===== config.mk =====
export PLATFORM = sky130hd
export DESIGN_NAME = alu_rr_scheduler
export DESIGN_NICKNAME = d
export VERILOG_FILES = /design/src/rtl/alu_sched_pkg.sv /design/src/rtl/alu_rr_scheduler_arbiter.sv /design/src/rtl/alu_rr_scheduler.sv
export SDC_FILE = /design/constraint.sdc
export NUM_CORES = 1
export LEC_CHECK = 0
export CAP_MARGIN = 20
export CORE_UTILIZATION = 44
export DETAILED_ROUTE_END_ITERATION = 7
export PLACE_DENSITY = 0.84
export SETUP_SLACK_MARGIN = 0.5
export SLEW_MARGIN = 10
export SYNTH_ARGS = -nofsm -noshare
export SYNTH_HDL_FRONTEND = slang
export SYNTH_SLANG_ARGS = --single-unit

===== constraint.sdc =====
create_clock -name clk -period 4.6 [get_ports clk]
set_input_delay 1.38 -clock clk [delete_from_list [all_inputs] [get_ports clk]]
set_output_delay 1.38 -clock clk [all_outputs]
set_load 0.005 [all_outputs]

===== src/rtl/alu_sched_pkg.sv =====
// Shared types and constants for the round-robin ALU scheduler.
// The optional per-requester grant counters are enabled with ALU_SCHED_STATS_EN.
package alu_sched_pkg;

  typedef enum logic [1:0] {
    IDLE = 2'd0,
    EXEC = 2'd1,
    RESP = 2'd2
  } sched_state_t;

  localparam logic OP_ADD = 1'b0;
  localparam logic OP_SUB = 1'b1;

  localparam int ALU_LAT_MAX = 4;
  localparam int LAT_W       = $clog2(ALU_LAT_MAX);

endpackage


===== src/rtl/alu_rr_scheduler_arbiter.sv =====
// Combinational round-robin picker: first set request at or above ptr, wrapping.
module rr_arbiter #(
  parameter int NREQ = 4,
  localparam int IW  = $clog2(NREQ)
) (
  input  logic [NREQ-1:0] req,
  input  logic [IW-1:0]   ptr,
  output logic [NREQ-1:0] grant,
  output logic [IW-1:0]   idx,
  output logic            any
);

  // One extra bit so ptr + offset never overflows before the wrap.
  localparam logic [IW:0] NREQ_W = (IW+1)'(NREQ);

  logic [IW:0] pos;

  always_comb begin
    grant = '0;
    idx   = '0;
    any   = 1'b0;
    pos   = '0;
    for (int k = 0; k < NREQ; k++) begin
      pos = {1'b0, ptr} + (IW+1)'(k);
      if (pos >= NREQ_W) begin
        pos = pos - NREQ_W;
      end
      if (!any && req[pos[IW-1:0]]) begin
        any                = 1'b1;
        grant[pos[IW-1:0]] = 1'b1;
        idx                = pos[IW-1:0];
      end
    end
  end

endmodule


===== src/rtl/alu_rr_scheduler.sv =====
// Shares one add/sub ALU between NREQ requesters: grant, execute, respond.
// Define ALU_SCHED_STATS_EN to add the saturating grant_cnt counters.
import alu_sched_pkg::*;

module alu_rr_scheduler #(
  parameter int NREQ    = 4,
  parameter int DW      = 4,
  parameter int ALU_LAT = 1,
  localparam int IW     = $clog2(NREQ)
) (
  input  logic                clk,
  input  logic                reset,
  input  logic [NREQ-1:0]     req_valid,
  input  logic [NREQ*DW-1:0]  req_a,
  input  logic [NREQ*DW-1:0]  req_b,
  input  logic [NREQ-1:0]     req_op,
  output logic [NREQ-1:0]     req_ready,
  output logic [DW-1:0]       alu_a,
  output logic [DW-1:0]       alu_b,
  output logic                alu_op,
  input  logic [DW:0]         alu_y,
  output logic                rsp_valid,
  output logic [IW-1:0]       rsp_id,
  output logic [DW:0]         rsp_data,
  input  logic                rsp_ready,
`ifdef ALU_SCHED_STATS_EN
  output logic [NREQ*8-1:0]   grant_cnt,
`endif
  output logic                busy
);

  logic [DW-1:0] a_arr [NREQ];
  logic [DW-1:0] b_arr [NREQ];

  genvar gi;
  generate
    for (gi = 0; gi < NREQ; gi++) begin : g_unpack
      assign a_arr[gi] = req_a[gi*DW +: DW];
      assign b_arr[gi] = req_b[gi*DW +: DW];
    end
  endgenerate

  sched_state_t     state_reg, state_next;
  logic [LAT_W-1:0] lat_reg, lat_next;
  logic [IW-1:0]    ptr_reg;
  logic [IW-1:0]    g_reg;
  logic [DW-1:0]    a_reg, b_reg;
  logic             op_reg;
  logic [DW:0]      data_reg;

  logic [NREQ-1:0]  grant;
  logic [IW-1:0]    grant_idx;
  logic             grant_any;
  logic             latch, capture, accept;

  rr_arbiter #(.NREQ(NREQ)) u_arb (
    .req   (req_valid),
    .ptr   (ptr_reg),
    .grant (grant),
    .idx   (grant_idx),
    .any   (grant_any)
  );

  // reset gates the grant so req_ready reads 0 for the whole reset interval.
  always_comb begin
    state_next = state_reg;
    lat_next   = lat_reg;
    req_ready  = '0;
    latch      = 1'b0;
    capture    = 1'b0;
    accept     = 1'b0;
    case (state_reg)
      IDLE: begin
        if (grant_any && reset) begin
          req_ready  = grant;
          latch      = 1'b1;
          lat_next   = LAT_W'(ALU_LAT - 1);
          state_next = EXEC;
        end
      end
      EXEC: begin
        if (lat_reg == '0) begin
          capture    = 1'b1;
          state_next = RESP;
        end else begin
          lat_next = lat_reg - 1'b1;
        end
      end
      RESP: begin
        if (rsp_ready) begin
          accept     = 1'b1;
          state_next = IDLE;
        end
      end
      default: state_next = IDLE;
    endcase
  end

  always_ff @(posedge clk or negedge reset) begin
    if (!reset) begin
      state_reg <= IDLE;
      lat_reg   <= '0;
      ptr_reg   <= '0;
      g_reg     <= '0;
      a_reg     <= '0;
      b_reg     <= '0;
      op_reg    <= 1'b0;
      data_reg  <= '0;
    end else begin
      state_reg <= state_next;
      lat_reg   <= lat_next;
      if (latch) begin
        a_reg  <= a_arr[grant_idx];
        b_reg  <= b_arr[grant_idx];
        op_reg <= req_op[grant_idx];
        g_reg  <= grant_idx;
      end
      if (capture) begin
        data_reg <= alu_y;
      end
      if (accept) begin
        ptr_reg <= (g_reg == IW'(NREQ - 1)) ? '0 : g_reg + 1'b1;
      end
    end
  end

  assign alu_a     = a_reg;
  assign alu_b     = b_reg;
  assign alu_op    = op_reg;
  assign rsp_valid = (state_reg == RESP);
  assign rsp_id    = g_reg;
  assign rsp_data  = data_reg;
  assign busy      = (state_reg != IDLE);

`ifdef ALU_SCHED_STATS_EN
  logic [7:0] cnt_reg [NREQ];

  generate
    for (gi = 0; gi < NREQ; gi++) begin : g_stats
      always_ff @(posedge clk or negedge reset) begin
        if (!reset) begin
          cnt_reg[gi] <= '0;
        end else if (req_ready[gi] && (cnt_reg[gi] != 8'hFF)) begin
          cnt_reg[gi] <= cnt_reg[gi] + 8'd1;
        end
      end
      assign grant_cnt[gi*8 +: 8] = cnt_reg[gi];
    end
  endgenerate
`endif

endmodule


==> reports/metrics.yaml, run 1 <==
routing:
  vias_per_cell: 5.843
  drc_errors: 0
  drt-initial-drc-count: 69
  wire_per_inst_um: 16.23
  firstDrtPassIters: 4
  vias: 1753
  ant_nets: 0
  finalWirelength_um: 4868
sta:
  fin_crit_sh_pct: 89.92
  finalCriticalPeriod_ns: 4.136
  maxSlewHeadroom_pct: 56.43
  fin_hold_ws_ns: 0.4844
  setup_slack_ns: 0.4639
  setup_viol: 0
  rsz0062_at_grt: "true"
  fin_skew_ns: 0.002911
  hold_viol_final: 0
  fmax_ghz: 0.2418
  final_max_slew_viol_count: 0
  tightestPinTransition_ns: 0.6467
critical_path:
  crit_path_end_kind: "output pin"
  reg2reg_from: "ptr_reg[1]$_DFFE_PN0P_"
  cp.arrival_ns: 2.76
  cp_max_fo: 5
  crit_top_cell: "nor2_1"
  critPathLaunch: "req_valid[2]"
  critical_path_depth: 8
  crit_chain: "buf_6 > mux4_2 > nor2b_4 > a22oi_1 > nor2_1 > a221oi_2 > nor2_1 > buf_2"
  slowest_stage: "mux4_2"
  cp-endpoint: "req_ready[3]"
  critPathBufInv: 2
  critPathKind: "primary input to output pin"
  crit_family: "multiplexers"
  rrSetupSlack_ns: 1.65
  r2r-end: "alu_b[1]$_DFFE_PN0P_"
  crit_path_start_kind: "primary input"
  r2r_cells: 10
  cp.required_ns: 3.22
  max_stage_delay_ns: 0.56
die:
  start_util_pct: 46.57
  die_width_um: 64.71
  die-area_um2: 4187
  coreArea_um2: 3716
  row_count: 22
  die_h_um: 64.71
  ios: 70
clock_tree:
  clock-sinks: 22
  cts_root_buf: "clkbuf_8"
  clkTransAtPathRegs_ns: 0.08
  htree_levels: 1
  clock_latency_ns: 0.26
  cts_buffer_depth: 2
  cts_tree: "built"
  cts_buffers: 3
yosys:
  synth.avg_cell_area_um2: 9.888
  synth-seq-area-share_pct: 31.81
  syn_area_um2: 1730
  synth_cell_types: 38
  synth_cells: 175
  syn_nets: 233
  ys_ff_latch: 22
  synth_warnings: 0
global_route:
  antenna_found_initial: 0
  grt_pass1_vias: 1629
  grt-ovfl-total: 0
  track_usage_pct: 23.36
  grt_pass1_wl_um: 7583
  grt_max_degree: 25
pwr:
  vdd_drop_max_mv: 0.3064
  powerDensity_nw_per_um2: 574.4
  leakagePower_nw: 1.100
placement:
  port_buffers: 69
  hpwl_um: 3367
  place_ws_ns: -0.3417
  gp_congestion: 0.7847
cells_and_area:
  nets: 311
  fillCellCount: 325
  largest_reg_flops: 5
  diodes: 0
  area_delta_synth_final_pct: 50.61
  drive_above_1_share_pct: 21.03
min_path:
  hold_path.class: "register to register"
job:
  cap_violations: 0
status:
  status: "finished, final reports clean"
[how the worst min path moves through the flow]
stage                                 startpoint                     end  cells past startpoint
final                     lat_reg[0]$_DFFE_PN0P_  lat_reg[0]$_DFFE_PN0P_                      1
after global routing      lat_reg[0]$_DFFE_PN0P_  lat_reg[0]$_DFFE_PN0P_                      1
after floorplan           lat_reg[0]$_DFFE_PN0P_  lat_reg[0]$_DFFE_PN0P_                      1
after CTS                 lat_reg[0]$_DFFE_PN0P_  lat_reg[0]$_DFFE_PN0P_                      1
after detailed placement  lat_reg[0]$_DFFE_PN0P_  lat_reg[0]$_DFFE_PN0P_                      1
after global placement    lat_reg[0]$_DFFE_PN0P_  lat_reg[0]$_DFFE_PN0P_                      1
[metrics by stage]
step	power (mW)	instances	utilization (%)	area, µm²	TNS, ns
after floorplan	0.9559	175	-	1730	0
after global placement	1.280	294	67.51	2509	-1.073
after detailed placement	1.301	294	67.51	2509	-1.328
after CTS	1.450	300	69.09	2567	0
after global routing	1.605	300	70.13	2606	0
final	1.497	300	70.13	2606	0
[cell families after synthesis]
group	synth area share, %
AO/OA/AOI/OAI	26.39
AND/OR/NAND/NOR	10.92
multiplexers	18.94
flip-flops	31.82
buffers and inverters	4.699
adder cells (fa/ha/maj)	7.231
[repair_timing]
item                                    4_1_cts  5_1_grt
buffers inserted                              2        0
pin swaps                                     8       11
gates resized for setup                      40        9
endpoints found under the setup margin        4        4
hold buffers                                  0        0
[cells in the final DEF (no fill, tap or decap), types with 2 or more instances in the layout]
| cell type | n |
|---|---|
| a211oi_1 | 4 |
| ha_1 | 10 |
| nand2b_1 | 2 |
| a22oi_2 | 3 |
| buf_6 | 3 |
| a211o_1 | 4 |
| o211ai_1 | 6 |
| buf_2 | 4 |
| dfrtp_1 | 22 |
| buf_4 | 13 |
| o21ai_0 | 3 |
| mux2_2 | 8 |
| inv_1 | 6 |
| o221ai_1 | 9 |
| nand3b_1 | 2 |
| o22ai_1 | 10 |
| clkbuf_8 | 4 |
| a221oi_2 | 3 |
| clkdlybuf4s50_1 | 61 |
| nand2_1 | 12 |
| mux2i_1 | 17 |
| mux4_2 | 3 |
| nor2_1 | 12 |
| a21oi_1 | 10 |
[layer usage]
metal / part of all wire, % / wire [µm] / vias up / global-route usage [%]
met4: 0.47 / 23 / 0 / 5.278
li1: - / - / 834 / -
met2: 47 / 2302 / 83 / 37.76
met5: 0 / 0 / - / 0
met3: 8.8 / 428 / 4 / 6.162
met1: 43 / 2114 / 832 / 30.95
[power breakdown]
part | leakage, nW | switching (mW) | internal (mW)
Combinational | 0.800 | 0.484 | 0.520
Sequential | 0.271 | 0.0655 | 0.286
Clock | 0.0288 | 0.0649 | 0.0763
Total | 1.10 | 0.615 | 0.882
[Yosys cell counts]
cell type	number	share of area, %
nand2b_1	2	0.72
clkbuf_1	1	0.22
or2_2	2	0.72
dfrtp_1	22	32
a211oi_1	4	1.7
a221oi_1	4	2.0
a211o_1	4	2.0
buf_6	1	0.65
mux4_2	3	3.9
nand2_1	12	2.6
o221ai_1	9	4.6
or4b_2	1	0.58
mux2i_1	17	9.8
o211ai_1	6	2.6
nand3_1	1	0.29
nor2b_4	1	0.80
or3b_2	1	0.51
a21oi_1	10	2.9
o22ai_1	10	3.6
a22oi_1	4	1.7
a21o_1	1	0.43
inv_1	6	1.3
buf_4	2	0.87
nand3b_1	2	0.87
nand2_2	1	0.36
mux2_2	8	5.2
nor2_1	13	2.8
o311ai_2	1	0.94
o21ai_0	4	1.2
buf_2	5	1.4
ha_1	10	7.2
nor2_4	1	0.65
o31ai_1	1	0.43
o22a_1	1	0.51
o21ai_2	1	0.51
clkinv_1	1	0.22
a211oi_2	1	0.72
a32oi_1	1	0.51
[cell type report]
class | count | area (µm²) | share of cell area, %
sequential | 22 | 550.5 | 21.12
multi-input combinational | 137 | 1137 | 43.64
clock buffer | 4 | 55.05 | 2.112
timing repair buffer | 82 | 777.0 | 29.81
tap | 48 | 60.06 | 2.304
inverter | 7 | 26.28 | 1.008
[worst reg2reg max path, delay by kind of cell, from the launching register on]
family,cells,cell delay (ns)
compound gates,2,0.35
buf+inv,3,0.48
fa+ha+maj,1,0.43
mux,2,0.60
simple gates,2,0.41
flops,1,0.59
Power figures use the tool's default switching activity.
==> run 2: changes to the inputs <==
--- a/config.mk
+++ b/config.mk
@@ -10,7 +10,6 @@
 export DETAILED_ROUTE_END_ITERATION = 7
 export PLACE_DENSITY = 0.84
 export SETUP_SLACK_MARGIN = 0.5
-export SLEW_MARGIN = 10
 export SYNTH_ARGS = -nofsm -noshare
 export SYNTH_HDL_FRONTEND = slang
 export SYNTH_SLANG_ARGS = --single-unit
==> results of run 2 <==
No change in the layout: final DEF, timing and power equal those of run 1.
